===== src/rtl/traffic_phase_timer.sv =====
// Phase-duration timer feeding the traffic light FSM: tick prescaler, per-phase tick count, advance pulse.
// Optional pedestrian shortening of GREEN is enabled with `define TRAFFIC_PED_REQ_EN.
module traffic_phase_timer #(
    parameter int unsigned TICK_DIV    = 4,
    parameter int unsigned RED_TIME    = 5,
    parameter int unsigned YELLOW_TIME = 2,
    parameter int unsigned GREEN_TIME  = 5,
    parameter int unsigned MIN_GREEN   = 2,
    parameter int unsigned CNT_W       = 8
) (
    input  logic             clk,
    input  logic             reset,
    input  logic             hold,
`ifdef TRAFFIC_PED_REQ_EN
    input  logic             ped_req,
    output logic             ped_pending,
`endif
    output logic             advance,
    output logic [2:0]       phase,
    output logic             tick,
    output logic [CNT_W-1:0] remaining
);

    // Zero durations are promoted to one tick so every phase is visible downstream.
    localparam int unsigned RED_D  = (RED_TIME == 0)    ? 1 : RED_TIME;
    localparam int unsigned YEL_D  = (YELLOW_TIME == 0) ? 1 : YELLOW_TIME;
    localparam int unsigned GRN_D  = (GREEN_TIME == 0)  ? 1 : GREEN_TIME;
    localparam int unsigned MING_D = (MIN_GREEN == 0)   ? 1 : MIN_GREEN;
    localparam int unsigned PED_D  = (MING_D < GRN_D)   ? MING_D : GRN_D;

    typedef enum logic [2:0] {
        RED    = 3'b001,
        YELLOW = 3'b010,
        GREEN  = 3'b100
    } phase_t;

    phase_t           state, state_nxt, succ;
    logic [CNT_W-1:0] presc, presc_nxt;
    logic [CNT_W-1:0] elapsed, elapsed_nxt;
    logic [CNT_W-1:0] remaining_nxt, dur_cur, dur_nxt;
    logic             tick_nxt, advance_nxt;
    logic             ped_q, ped_nxt;

    function automatic logic [CNT_W-1:0] dur_of(input phase_t ph, input logic ped);
        case (ph)
            YELLOW:  dur_of = CNT_W'(YEL_D);
            GREEN:   dur_of = ped ? CNT_W'(PED_D) : CNT_W'(GRN_D);
            default: dur_of = CNT_W'(RED_D);
        endcase
    endfunction

    always_ff @(posedge clk) begin
        if (reset) begin
            state     <= RED;
            presc     <= '0;
            elapsed   <= '0;
            tick      <= 1'b0;
            advance   <= 1'b0;
            remaining <= CNT_W'(RED_D);
            ped_q     <= 1'b0;
        end else begin
            state     <= state_nxt;
            presc     <= presc_nxt;
            elapsed   <= elapsed_nxt;
            tick      <= tick_nxt;
            advance   <= advance_nxt;
            remaining <= remaining_nxt;
            ped_q     <= ped_nxt;
        end
    end

    always_comb begin
        state_nxt     = state;
        presc_nxt     = presc;
        elapsed_nxt   = elapsed;
        tick_nxt      = 1'b0;
        advance_nxt   = 1'b0;
        ped_nxt       = ped_q;
        dur_cur       = dur_of(state, ped_q);
        dur_nxt       = '0;
        remaining_nxt = '0;

        case (state)
            RED:     succ = YELLOW;
            YELLOW:  succ = GREEN;
            default: succ = RED;
        endcase

        if (!hold) begin
            if (presc == CNT_W'(TICK_DIV - 1)) begin
                presc_nxt = '0;
                tick_nxt  = 1'b1;
            end else begin
                presc_nxt = presc + CNT_W'(1);
            end
        end

        // ">=" lets a late pedestrian request end GREEN on the very next tick.
        if (!(state inside {RED, YELLOW, GREEN})) begin
            state_nxt   = RED;
            elapsed_nxt = '0;
        end else if (tick_nxt) begin
            if (elapsed >= dur_cur - CNT_W'(1)) begin
                state_nxt   = succ;
                elapsed_nxt = '0;
                advance_nxt = 1'b1;
            end else begin
                elapsed_nxt = elapsed + CNT_W'(1);
            end
        end

`ifdef TRAFFIC_PED_REQ_EN
        // A request on the GREEN->RED edge is dropped: the RED phase serves it.
        if (advance_nxt && state == GREEN) begin
            ped_nxt = 1'b0;
        end else if (ped_req) begin
            ped_nxt = 1'b1;
        end
`endif

        // Shortened GREEN may already be overrun; show one tick left in that case.
        dur_nxt       = dur_of(state_nxt, ped_nxt);
        remaining_nxt = (elapsed_nxt < dur_nxt) ? dur_nxt - elapsed_nxt : CNT_W'(1);
    end

    assign phase = state;
`ifdef TRAFFIC_PED_REQ_EN
    assign ped_pending = ped_q;
`endif

endmodule


===== config.mk =====
export PLATFORM = sky130hd
export DESIGN_NAME = traffic_phase_timer
export DESIGN_NICKNAME = d
export VERILOG_FILES = /design/src/rtl/traffic_phase_timer.sv
export SDC_FILE = /design/constraint.sdc
export NUM_CORES = 1
export LEC_CHECK = 0
export ABC_AREA = 1
export CAP_MARGIN = 40
export CORE_MARGIN = 3
export CORE_UTILIZATION = 40
export CTS_BUF_LIST = sky130_fd_sc_hd__clkbuf_8 sky130_fd_sc_hd__clkbuf_16
export DETAILED_ROUTE_END_ITERATION = 6
export DONT_BUFFER_PORTS = 1
export GPL_TIMING_DRIVEN = 0
export MAX_ROUTING_LAYER = met4
export PLACE_DENSITY = 0.53
export SYNTH_ARGS = -nofsm -noshare
export SYNTH_HDL_FRONTEND = slang
export SYNTH_SLANG_ARGS = --single-unit

===== constraint.sdc =====
create_clock -name clk -period 2.9 [get_ports clk]
set_clock_uncertainty 0.1 [all_clocks]
set_input_delay 0.435 -clock clk [delete_from_list [all_inputs] [get_ports clk]]
set_output_delay 0.435 -clock clk [all_outputs]
set_load 0.03 [all_outputs]

==> results of run 1 <==
Yosys cell counts, drive strengths merged:
library cell and instances:
a21o 1, a21oi 1, clkbuf 2, dfxtp 29, fa 1, ha 8
inv 25, nand2 29, nand3 15, nand4 2, nor2 39, nor3 10
nor3b 2, o21a 1, o21ai 4, o21bai 1, o311ai 1, or2 1
xnor2 2, xor2 3
worst max-delay path: stages (launching register included):
cell and delay [ns]:
dfxtp_1 0.40, ha_4 0.19, nand2_1 0.07, nor3_2 0.12, nand2_2 0.12, inv_2 0.09
nand2_4 0.07, nand2_2 0.10, nand2_1 0.09, nand2_4 0.11, inv_2 0.06, ha_1 0.21
fa_1 0.41, xnor2_1 0.18, nand3_1 0.12, nand2_1 0.09
cell families (layout without fill, tap and decap cells):
family / count (synthesis) / count (layout) / share of synthesized area, %
AND/OR/NAND/NOR: 98 / 98 / 36.5
flip-flops: 29 / 29 / 40.6
buffers and inverters: 27 / 35 / 7.08
adder cells (fa/ha/maj): 9 / 9 / 8.39
AO/OA/AOI/OAI: 9 / 9 / 4.46
XOR/XNOR: 5 / 5 / 3.06
flip-flops by register name, indices dropped and copies added, names as in the netlist:
signal	cells
phase	3
elapsed	8
remaining	8
advance	1
presc	8
tick	1
worst max path at each step:
stage | endpoint | slack [ns] | cells past startpoint
2_1_floorplan | remaining[4] | 0.46 | 14
3_3_place_gp | remaining[2] | 0.22 | 15
3_5_place_dp | remaining[2] | 0.20 | 15
4_1_cts | remaining[5] | 0.17 | 19
5_1_grt | remaining[6] | 0.004 | 19
6_report | remaining[2] | 0.31 | 15
metal layers:
metal	vias to the layer above	part of all wire [%]	track usage [%]
li1	583	-	-
met1	479	50	17.8
met2	17	43	22.3
met3	6	4.7	5.61
met4	0	2.1	7.51
met5	-	0	-
power by group through the flow:
stage                     logic (mW)  clock network (mW)  registers (mW)
after floorplan               0.0407                   0           0.427
after global placement        0.0492                   0           0.428
after detailed placement      0.0509                   0           0.428
after CTS                     0.0511               0.437           0.420
after global routing          0.0606               0.457           0.421
final                         0.0518               0.424           0.421
area by class of cell:
type	instances	area [um^2]	share of cell area, %
flip-flops and latches	29	584	35.8
plain buffers	2	7.51	0.460
well taps	46	57.6	3.53
inverters	25	93.8	5.75
clock inverters	2	33.8	2.07
multi-input cells	121	772	47.3
clock buffers	6	82.6	5.06
what timing repair did:
action	in CTS	in global routing
resized for setup	0	7
endpoints found under the setup margin	0	8
endpoints found under the hold margin	0	0
==> impl_metrics.ini, run 1 <==
[die]
die_h_um = 65.8
die_w_um = 65.8
design.core.area_um2 = 3390
start_util_pct = 42.2
dieArea_um2 = 4330
io_pins = 16
fp-row-count = 21

[finish]
fin_util_pct = 48.1
drive_gt1_share_pct = 26.5
nFillCells = 334
final_cell_mix = nor2_1, dfxtp_1, nand2_1, inv_2, inv_1
antennaDiodeCount = 0
syn2layout_area_growth_pct = 14.0
stdcell_area_um2 = 1630
layout_commonest_cell = nor2_1
nNetsFinal = 196
fin_cells = 231

[routing]
drcViolationCount = 0
wl_per_cell_um = 11.6
routed_via_density = 4.70
routed_wirelength_mm = 2.68
vias = 1085
drt_pre_antenna_iters = 4
drtAntennaViolNets = 0
drt_iter0_markers = 34

[placement]
pre_cts_ws_ns = 0.202
gp_congestion = 0.785
postPlaceCellArea_um2 = 1490
dp_hpwl_mm = 2.10
dp.cells = 223
portBuffers = 0

[sta]
setup_viol = 0
timing.final.crit_share_pct = 89.3
setup_tns_ns = 0
holdWs_ns = 0.248
max_slew_margin_pct = 68.0
hold_viol = 0
max_freq_ghz = 0.386
worst_slew_pin_slew_ns = 0.480
rsz0062_at_grt = no
fin_crit_ns = 2.59
fin_ws_ns = 0.309
slew_viol_final = 0

[critical_path]
r2r_cells = 15
path_class = flip-flop to flip-flop
worstReg2RegStart = presc[0]
regToRegSetupSlack_ns = 0.31
cp-startpoint = presc[0]
cp-end-kind = flip-flop
reg2reg_to = remaining[2]
worstPathRequired_ns = 3.02
cp_data_arrival_time_ns = 2.71
start_kind = flip-flop
cp_max_fo = 6

[yosys]
synth_top_area_share_pct = 40.6
yosysSeqAreaShare_pct = 40.6
syn_inst = 177
syn_avg_cell_area_um2 = 8.09
synth_top_area_cell = dfxtp_1
synth_nets = 189
ys_warn_count = 0
syn_area_um2 = 1430
synth-seq-cells = 29
synth_cell_types = 29
synthTopCellsByArea = dfxtp_1, nor2_1, ha_1, nand2_1, inv_2

[pwr]
pwr_density_cell_nw_per_um2 = 550
p_sw_share_pct = 21.8
p_int_mw = 0.702
power_mw = 0.897
p_seq_share_pct = 46.9
p_leak_nw = 0.746
comb_power_share_pct = 5.8
peakVddDrop_mv = 0.209
p_clk_share_pct = 47.3
p_switching_mw = 0.195

[global_route]
track_usage_pct = 15.0
first_global_vias = 1080
grt.overflow.total = 0
grt_pass1_wl_mm = 4.73
antenna_found_initial = 0
grt_max_degree = 11

[clock_network]
cts_setup_buffers = 0
cts-root-buf = clkbuf_8
clk_latency_ns = 0.28
ctsHoldBuffers = 0
clockBufferDepth = 2
cts_tree = done
cts_inserted_buffers = 5
cts.clk_slew.worst_paths_ns = 0.06
clock_sinks = 29
h-tree-depth = 2

[hold_path]
hold_depth = 2
min_from = hold
holdPathEnd = presc[1]
hold_path.class = input pin to flip-flop

[run]
maxCapViolCount = 0

[status]
status = finished, final reports clean
Power figures use the tool's default switching activity.
==> run 2, diff against run 1 <==
--- a/config.mk
+++ b/config.mk
@@ -10,6 +10,7 @@
 export CORE_MARGIN = 3
 export CORE_UTILIZATION = 40
 export CTS_BUF_LIST = sky130_fd_sc_hd__clkbuf_8 sky130_fd_sc_hd__clkbuf_16
+export CTS_CLUSTER_SIZE = 20
 export DETAILED_ROUTE_END_ITERATION = 6
 export DONT_BUFFER_PORTS = 1
 export GPL_TIMING_DRIVEN = 0
==> results of run 2 <==
No change in the layout: final DEF, timing and power equal those of run 1.
